<file path="config.mk">
export PLATFORM = sky130hd
export DESIGN_NAME = ftdi_link_sequencer
export DESIGN_NICKNAME = d
export VERILOG_FILES = /design/src/rtl/ftdi_link_sequencer.sv
export SDC_FILE = /design/constraint.sdc
export NUM_CORES = 1
export LEC_CHECK = 0
export BUFFER_PORTS_ARGS = -buffer_cell sky130_fd_sc_hd__buf_2
export CAP_MARGIN = 20
export CELL_PAD_IN_SITES_DETAIL_PLACEMENT = 1
export CELL_PAD_IN_SITES_GLOBAL_PLACEMENT = 2
export CORE_MARGIN = 5
export CORE_UTILIZATION = 37
export DETAILED_ROUTE_END_ITERATION = 8
export HOLD_SLACK_MARGIN = 0.12
export PLACE_DENSITY_LB_ADDON = 0.1
export SYNTH_ARGS = -nofsm -noshare
export SYNTH_HDL_FRONTEND = slang
export SYNTH_SLANG_ARGS = --single-unit
</file>
<file path="constraint.sdc">
create_clock -name clock -period 2.55 [get_ports clock]
set_input_delay 0.51 -clock clock [delete_from_list [all_inputs] [get_ports clock]]
set_output_delay 0.51 -clock clock [all_outputs]
set_load 0.05 [all_outputs]
</file>
<file path="src/rtl/ftdi_link_sequencer.sv">
// rtl/ftdi_link_sequencer.sv - transmit/receive scheduler for an FTDI FIFO link
//
// Purpose: alternates the FTDI interface between draining one staged transmit
// packet and a bounded receive slot. A drain that stops seeing write strobes
// is aborted and flagged as a sticky error.
//
// Ports:
//   clock, reset        rising-edge clock, asynchronous active-high reset
//   tx_enable/rx_enable scheduling permissions for each direction
//   tx_pkt_ready        a complete packet is waiting in the packet queue
//   wrq_empty/rdq_full  FTDI interface queue flags
//   wr_strobe           one pulse per byte written to the FTDI chip
//   err_clr             clears timeout_err
//   load_1k             one-cycle pulse that starts packet staging
//   wr_en/rd_en         mutually exclusive write/read permissions
//   clear               one-cycle abort pulse
//   pkt_done            one-cycle pulse on the last byte of a packet
//   timeout_err         sticky drain-stall error
//   pkts_sent           completed packet count (wraps)
//   state               current FSM state, for debug
module ftdi_link_sequencer #(
    parameter int unsigned PKT_BYTES      = 1024,
    parameter int unsigned SLOT_CYCLES    = 256,
    parameter int unsigned TIMEOUT_CYCLES = 65535
) (
    input  logic        clock,
    input  logic        reset,
    input  logic        tx_enable,
    input  logic        rx_enable,
    input  logic        tx_pkt_ready,
    input  logic        wrq_empty,
    input  logic        rdq_full,
    input  logic        wr_strobe,
    input  logic        err_clr,
    output logic        load_1k,
    output logic        wr_en,
    output logic        rd_en,
    output logic        clear,
    output logic        pkt_done,
    output logic        timeout_err,
    output logic [15:0] pkts_sent,
    output logic [2:0]  state
);

    typedef enum logic [2:0] {
        S_IDLE    = 3'd0,
        S_LOAD    = 3'd1,
        S_DRAIN   = 3'd2,
        S_RX_SLOT = 3'd3,
        S_ABORT   = 3'd4
    } state_t;

    localparam logic [10:0] LAST_BYTE  = 11'(PKT_BYTES - 1);
    localparam logic [15:0] SLOT_LAST  = 16'(SLOT_CYCLES - 1);
    localparam logic [15:0] STALL_LAST = 16'(TIMEOUT_CYCLES - 1);

    state_t      state_q, state_d;
    logic [10:0] byte_cnt_q, byte_cnt_d;
    logic [15:0] stall_cnt_q, stall_cnt_d;
    logic [15:0] slot_cnt_q, slot_cnt_d;
    logic [15:0] pkts_sent_q, pkts_sent_d;
    logic        timeout_err_q, timeout_err_d;

    always_ff @(posedge clock or posedge reset) begin
        if (reset) begin
            state_q       <= S_IDLE;
            byte_cnt_q    <= '0;
            stall_cnt_q   <= '0;
            slot_cnt_q    <= '0;
            pkts_sent_q   <= '0;
            timeout_err_q <= 1'b0;
        end else begin
            state_q       <= state_d;
            byte_cnt_q    <= byte_cnt_d;
            stall_cnt_q   <= stall_cnt_d;
            slot_cnt_q    <= slot_cnt_d;
            pkts_sent_q   <= pkts_sent_d;
            timeout_err_q <= timeout_err_d;
        end
    end

    always_comb begin
        state_d       = state_q;
        byte_cnt_d    = byte_cnt_q;
        stall_cnt_d   = stall_cnt_q;
        // The slot counter only runs inside RX_SLOT, so it always starts at 0.
        slot_cnt_d    = '0;
        pkts_sent_d   = pkts_sent_q;
        // An ABORT set below overrides a simultaneous clear request.
        timeout_err_d = timeout_err_q & ~err_clr;
        load_1k       = 1'b0;
        wr_en         = 1'b0;
        rd_en         = 1'b0;
        clear         = 1'b0;
        pkt_done      = 1'b0;

        unique case (state_q)
            S_IDLE: begin
                rd_en = rx_enable & ~rdq_full;
                if (tx_enable && tx_pkt_ready && !wrq_empty) begin
                    state_d = S_LOAD;
                end
            end

            S_LOAD: begin
                load_1k     = 1'b1;
                byte_cnt_d  = '0;
                stall_cnt_d = '0;
                state_d     = S_DRAIN;
            end

            S_DRAIN: begin
                wr_en = 1'b1;
                // A strobe excludes a stall, so completion always wins over timeout.
                if (wr_strobe) begin
                    stall_cnt_d = '0;
                    if (byte_cnt_q == LAST_BYTE) begin
                        pkt_done    = 1'b1;
                        pkts_sent_d = pkts_sent_q + 16'd1;
                        byte_cnt_d  = '0;
                        state_d     = rx_enable ? S_RX_SLOT : S_IDLE;
                    end else begin
                        byte_cnt_d = byte_cnt_q + 11'd1;
                    end
                end else if (stall_cnt_q == STALL_LAST) begin
                    stall_cnt_d = '0;
                    state_d     = S_ABORT;
                end else begin
                    stall_cnt_d = stall_cnt_q + 16'd1;
                end
            end

            S_RX_SLOT: begin
                rd_en = ~rdq_full;
                if (!rx_enable || slot_cnt_q == SLOT_LAST) begin
                    state_d = S_IDLE;
                end else begin
                    slot_cnt_d = slot_cnt_q + 16'd1;
                end
            end

            S_ABORT: begin
                clear         = 1'b1;
                timeout_err_d = 1'b1;
                byte_cnt_d    = '0;
                stall_cnt_d   = '0;
                state_d       = S_IDLE;
            end

            default: begin
                state_d = S_IDLE;
            end
        endcase

        // Reset forces IDLE asynchronously, but IDLE's read grant is
        // combinational and must not leak out while reset is held.
        if (reset) begin
            rd_en = 1'b0;
        end
    end

    assign pkts_sent   = pkts_sent_q;
    assign timeout_err = timeout_err_q;
    assign state       = state_q;

endmodule

</file>
== Word level (Yosys, flattened, before mapping) ==
Cells that the tools add are included.

* Register bits after elaboration: 63
* Input port bits: 9
* Output and inout port bits: 25
* Word-level logic and storage cells: 61

* Add/subtract/negate cells: 4
* Equality and inequality tests: 12
* Mux-type cells: 24
* Bitwise logic cells: 4
* Reductions and logical operators: 11

{| class="wikitable"
|+ Operators with widths
! kind !! count
|-
| two-way mux 16 bit || 4
|-
| adder 16 x 1 -> 16 bit, second input constant || 3
|-
| one-hot mux 16 bit (2 select lines) || 1
|-
| two-way mux 11 bit || 2
|-
| one-hot mux 11 bit (2 select lines) || 1
|-
| equality test 16 bit, second input constant || 1
|-
| equality test 16 x 8 -> 1 bit, second input constant || 1
|-
| two-way mux 3 bit || 5
|-
| one-hot mux 3 bit (4 select lines) || 1
|-
| adder 11 x 1 -> 11 bit, second input constant || 1
|-
| equality test 11 x 10 -> 1 bit, second input constant || 1
|-
| two-way mux 1 bit || 8
|-
| equality test 3 x 2 -> 1 bit, second input constant || 2
|-
| != test 2 bit, second input constant || 3
|-
| != test 3 bit, second input constant || 2
|-
| AND reduction 4 bit || 1
|-
| equality test 3 x 1 -> 1 bit, second input constant || 1
|-
| equality test 3 bit, second input constant || 1
|-
| zero test 3 bit || 1
|-
| AND reduction 3 bit || 1
|-
| bitwise AND 1 bit || 2
|-
| logical AND 1 bit || 2
|-
| zero test 1 bit || 2
|-
| two-way mux 2 bit || 1
|-
| 6 further kinds || 7
|}

== Logic depth before layout (Yosys ltp) ==
* Depth in word-level cells: 4
* Depth in mapped cells: 8
* Gate-level depth less buffers: 7

== Worst setup path after synthesis ==
No wires, ideal clock.

* Path kind: register to output
* Start point: register state_q[1] (netlist: state[1])
* End point: output rd_en
* Arrival time: 3.510 ns
* Required time: 2.040 ns
* Path slack: -1.470 ns
* Cell stages (with the launch flop): 4
* Path buffers: 1
* Path through: dfrtp_1 -> buf_2 -> nand2_1 -> a2111oi_0

* Word-level cells in the longest chain between the ends: 3
* Elaborated cells on any way between the ends: 4
* Those cells by class: eq/ne: 1; mux: 2; reduce/logical: 1

{| class="wikitable"
|+ Ends and longest elaborated chain
! what !! line !! text
|-
| from (decl) || 57 || <nowiki>state_t state_q, state_d;</nowiki>
|-
| from (signal assigned) || 73 || <nowiki>state_q <= state_d;</nowiki>
|-
| equality test 3 x 2 -> 1 bit or zero test 3 bit (tied branches) || 97 || <nowiki>unique case (state_q)</nowiki>
|-
| one-hot mux 1 bit (2 select lines) (*) || 97 ||
|-
| two-way mux 1 bit (*) || 157 || <nowiki>if (reset) begin</nowiki>
|-
| to (decl) || 37 || <nowiki>output logic rd_en,</nowiki>
|}

Mark *: on every way between the ends. The rest lies on a longest branch, timed or not.

== Worst setup path after layout ==
* Start point: register state_q[2] (netlist: state[2])
* End point: output pkt_done

* Word-level cells in the longest chain between the ends: 2

{| class="wikitable"
|+ Ends and longest elaborated chain
! what !! line !! text
|-
| equality test 3 x 2 -> 1 bit || 97 ||
|-
| two-way mux 1 bit || 97 ||
|-
| to (decl) || 39 || <nowiki>output logic pkt_done,</nowiki>
|}

No other way between the ends.

==> impl_metrics.toml <==
[job]
drv_cap = 0

[synthesis]
synth.yosys.seq_area_share = 0.493
ys_types = 47
yosysTopAreaCell = "dfrtp_1"
syn-cell-area_um2 = 3200
synth_area_per_cell_um2 = 9.84
ys.flop_type = "dfrtp_1"
synthTopCellsByArea = "dfrtp_1 49%, xnor2_1 5.8%, xor2_1 4.4%"
netlist_top_cells_count = "63 x dfrtp_1, 35 x nor2_1, 30 x nand2_1"
synth_top_area_frac = 0.493
synth_edf_count = 0
async_flop_share = 1.00
synth_most_common_cell = "dfrtp_1"
ys_ff_latch = 63
syn_inst = 325
syn_nets = 339
yosysWarnings = 0

[clock_network]
post_cts_buffers = 0
ctsRootBufferMaster = "clkbuf_8"
cts.sinks = 63
numCtsBuffers = 9
cts_buffer_depth = 2
worstSkewPairLatency_ns = 0.34
h-tree-depth = 3
cts_tree = "built"
cts.clk_slew.worst_paths_ns = 0.07

[routing]
drt-initial-drc-count = 51
vias_per_cell = 5.30
post_drt_wl_per_cell_um = 16.2
drc = 0
dr.pass1.iters = 4
ant_nets = 0
vias = 2550
totalWireLength_mm = 7.77

[critical_path]
r2r_slack_ns = 0.53
cp-startpoint = "state[2]"
endpoint_kind = "output port"
crit_path_end = "pkt_done"
reg2reg_to = "pkts_sent[14]"
crit_type = "register to output port"
worstPathRequired_ns = 2.04
worstReg2RegStart = "state[2]"
path_max_fanout = 8
critical_path_arrival_ns = 1.88
start_kind = "register"
worstRegToRegCells = 5

[timing]
final.setup.tns_ns = 0
max_slew_margin = 0.589
fin_crit_sh = 0.937
finalHoldViolCount = 0
drv_slew = 0
fmax_mhz = 419
post-route-min-period_ns = 2.39
worst_pin_slew_ns = 0.611
setup_viol = 0
rsz0062_at_grt = "no"
skew_ns = 0.00747

[floorplanning]
core_area_um2 = 8550
die-area_um2 = 10600
die_h_um = 103
start_util = 0.374
num_rows = 34
die_x_um = 103
pin_count = 34

[hold_path]
hp-class = "input pin to async pin"

[cells_and_area]
antenna_cells = 0
fin_nets = 383
area_growth_pct = 17.8
regArea_um2 = 1580
fill_cells = 990
post-route-util = 0.441
drive_gt1_frac = 0.190
multi_input_area_um2 = 1560

[placed_design]
place.gp.congestion = 0.734
dp_hpwl_mm = 5.54
port_buffers = 33

[global_route]
track_usage = 0.164
grt_first_pass_wirelength_mm = 13.5
overflow = 0
antenna_found_initial = 0
grt_max_degree = 30
grt_pass1_vias = 2726

[power]
leakage_nw = 1.70
power_density_nw_per_um2 = 755
vdd_drop_max_mv = 0.452

[outcome]
status = "finished clean"
power breakdown:
part / switching, mW / internal [mW] / leakage, nW
clock network: 0.389 / 0.553 / 0.108
registers: 0.0657 / 1.05 / 0.874
logic: 0.545 / 0.241 / 0.722
total: 0.999 / 1.85 / 1.70
metal layers:
metal | vias up | routed length, um | GRT usage
li1 | 1240 | - | -
met1 | 1273 | 3650 | 0.207
met2 | 27 | 3760 | 0.272
met3 | 10 | 249 | 0.0440
met4 | 0 | 114 | 0.0538
met5 | - | 0 | 0
repair_timing:
action | in CTS | in global routing
endpoints found under the setup margin | 0 | 1
gates resized for setup | 0 | 1
hold buffers | 0 | 0
registers in the layout, indices dropped and copies added (netlist names):
signal and flops:
pkts_sent 16, slot_cnt_q 16, stall_cnt_q 16, byte_cnt_q 11, state 3, timeout_err 1
how the worst min path moves through the flow:
stage,startpoint,end
after floorplan,slot_cnt_q[0],slot_cnt_q[0]
after global placement,slot_cnt_q[0],slot_cnt_q[0]
after detailed placement,slot_cnt_q[0],slot_cnt_q[0]
after CTS,reset,pkts_sent[0]
after global routing,reset,pkts_sent[0]
final,reset,timeout_err
placed cells by master, fill, tap and decap left out, types with 5 or more instances in the layout:
cell / Yosys / final
and4_1: 6 / 6
nor2_1: 35 / 35
xor2_1: 16 / 16
a21oi_1: 10 / 10
ha_1: 5 / 5
dfrtp_1: 63 / 62
nand4_1: 11 / 11
nand2b_1: 5 / 5
buf_4: 2 / 9
buf_2: 7 / 33
clkbuf_8: 0 / 13
nor3_1: 7 / 7
nand2_1: 30 / 30
o21ai_0: 16 / 16
and3_1: 9 / 9
inv_1: 8 / 7
a31oi_1: 11 / 11
nand3_1: 21 / 21
xnor2_1: 21 / 21
cell type report:
type / instances / share of cell area
timing repair buffer: 43 / 0.0671
clock inverter: 2 / 0.00996
tap: 108 / 0.0359
clock buffer: 13 / 0.0475
multi-input combinational: 244 / 0.413
inverter: 8 / 0.00797
sequential: 63 / 0.419
stage by stage:
| step | instances | total power, mW | hold slack [ns] | setup slack [ns] | area [um^2] |
|---|---|---|---|---|---|
| 3_3_place_gp | 466 | 1.92 | 0.448 | 0.440 | 3550 |
| 3_5_place_dp | 466 | 1.93 | 0.458 | 0.382 | 3550 |
| 4_1_cts | 481 | 2.90 | 0.211 | 0.0646 | 3770 |
| 5_1_grt | 481 | 3.04 | 0.226 | 0.0175 | 3770 |
| 6_report | 481 | 2.84 | 0.206 | 0.161 | 3770 |
| 2_1_floorplan | 325 | 1.68 | 0.424 | 0.0210 | 3220 |
worst max-delay path, cell delays in order (launching register included):
cell       delay, ns
dfrtp_1         0.46
nand4bb_4       0.25
nor4_4          0.48
buf_2           0.35
cell families (layout without fill, tap and decap cells):
family | count (synthesis) | in the layout | synth area share
AND/OR/NAND/NOR | 148 | 148 | 0.250
flip-flops | 63 | 63 | 0.493
AO/OA/AOI/OAI | 52 | 52 | 0.103
XOR/XNOR | 37 | 37 | 0.101
buffers and inverters | 18 | 66 | 0.0262
adder cells (fa/ha/maj) | 5 | 5 | 0.0196
multiplexers | 2 | 2 | 0.00704
(Power assumes the default switching activity.)
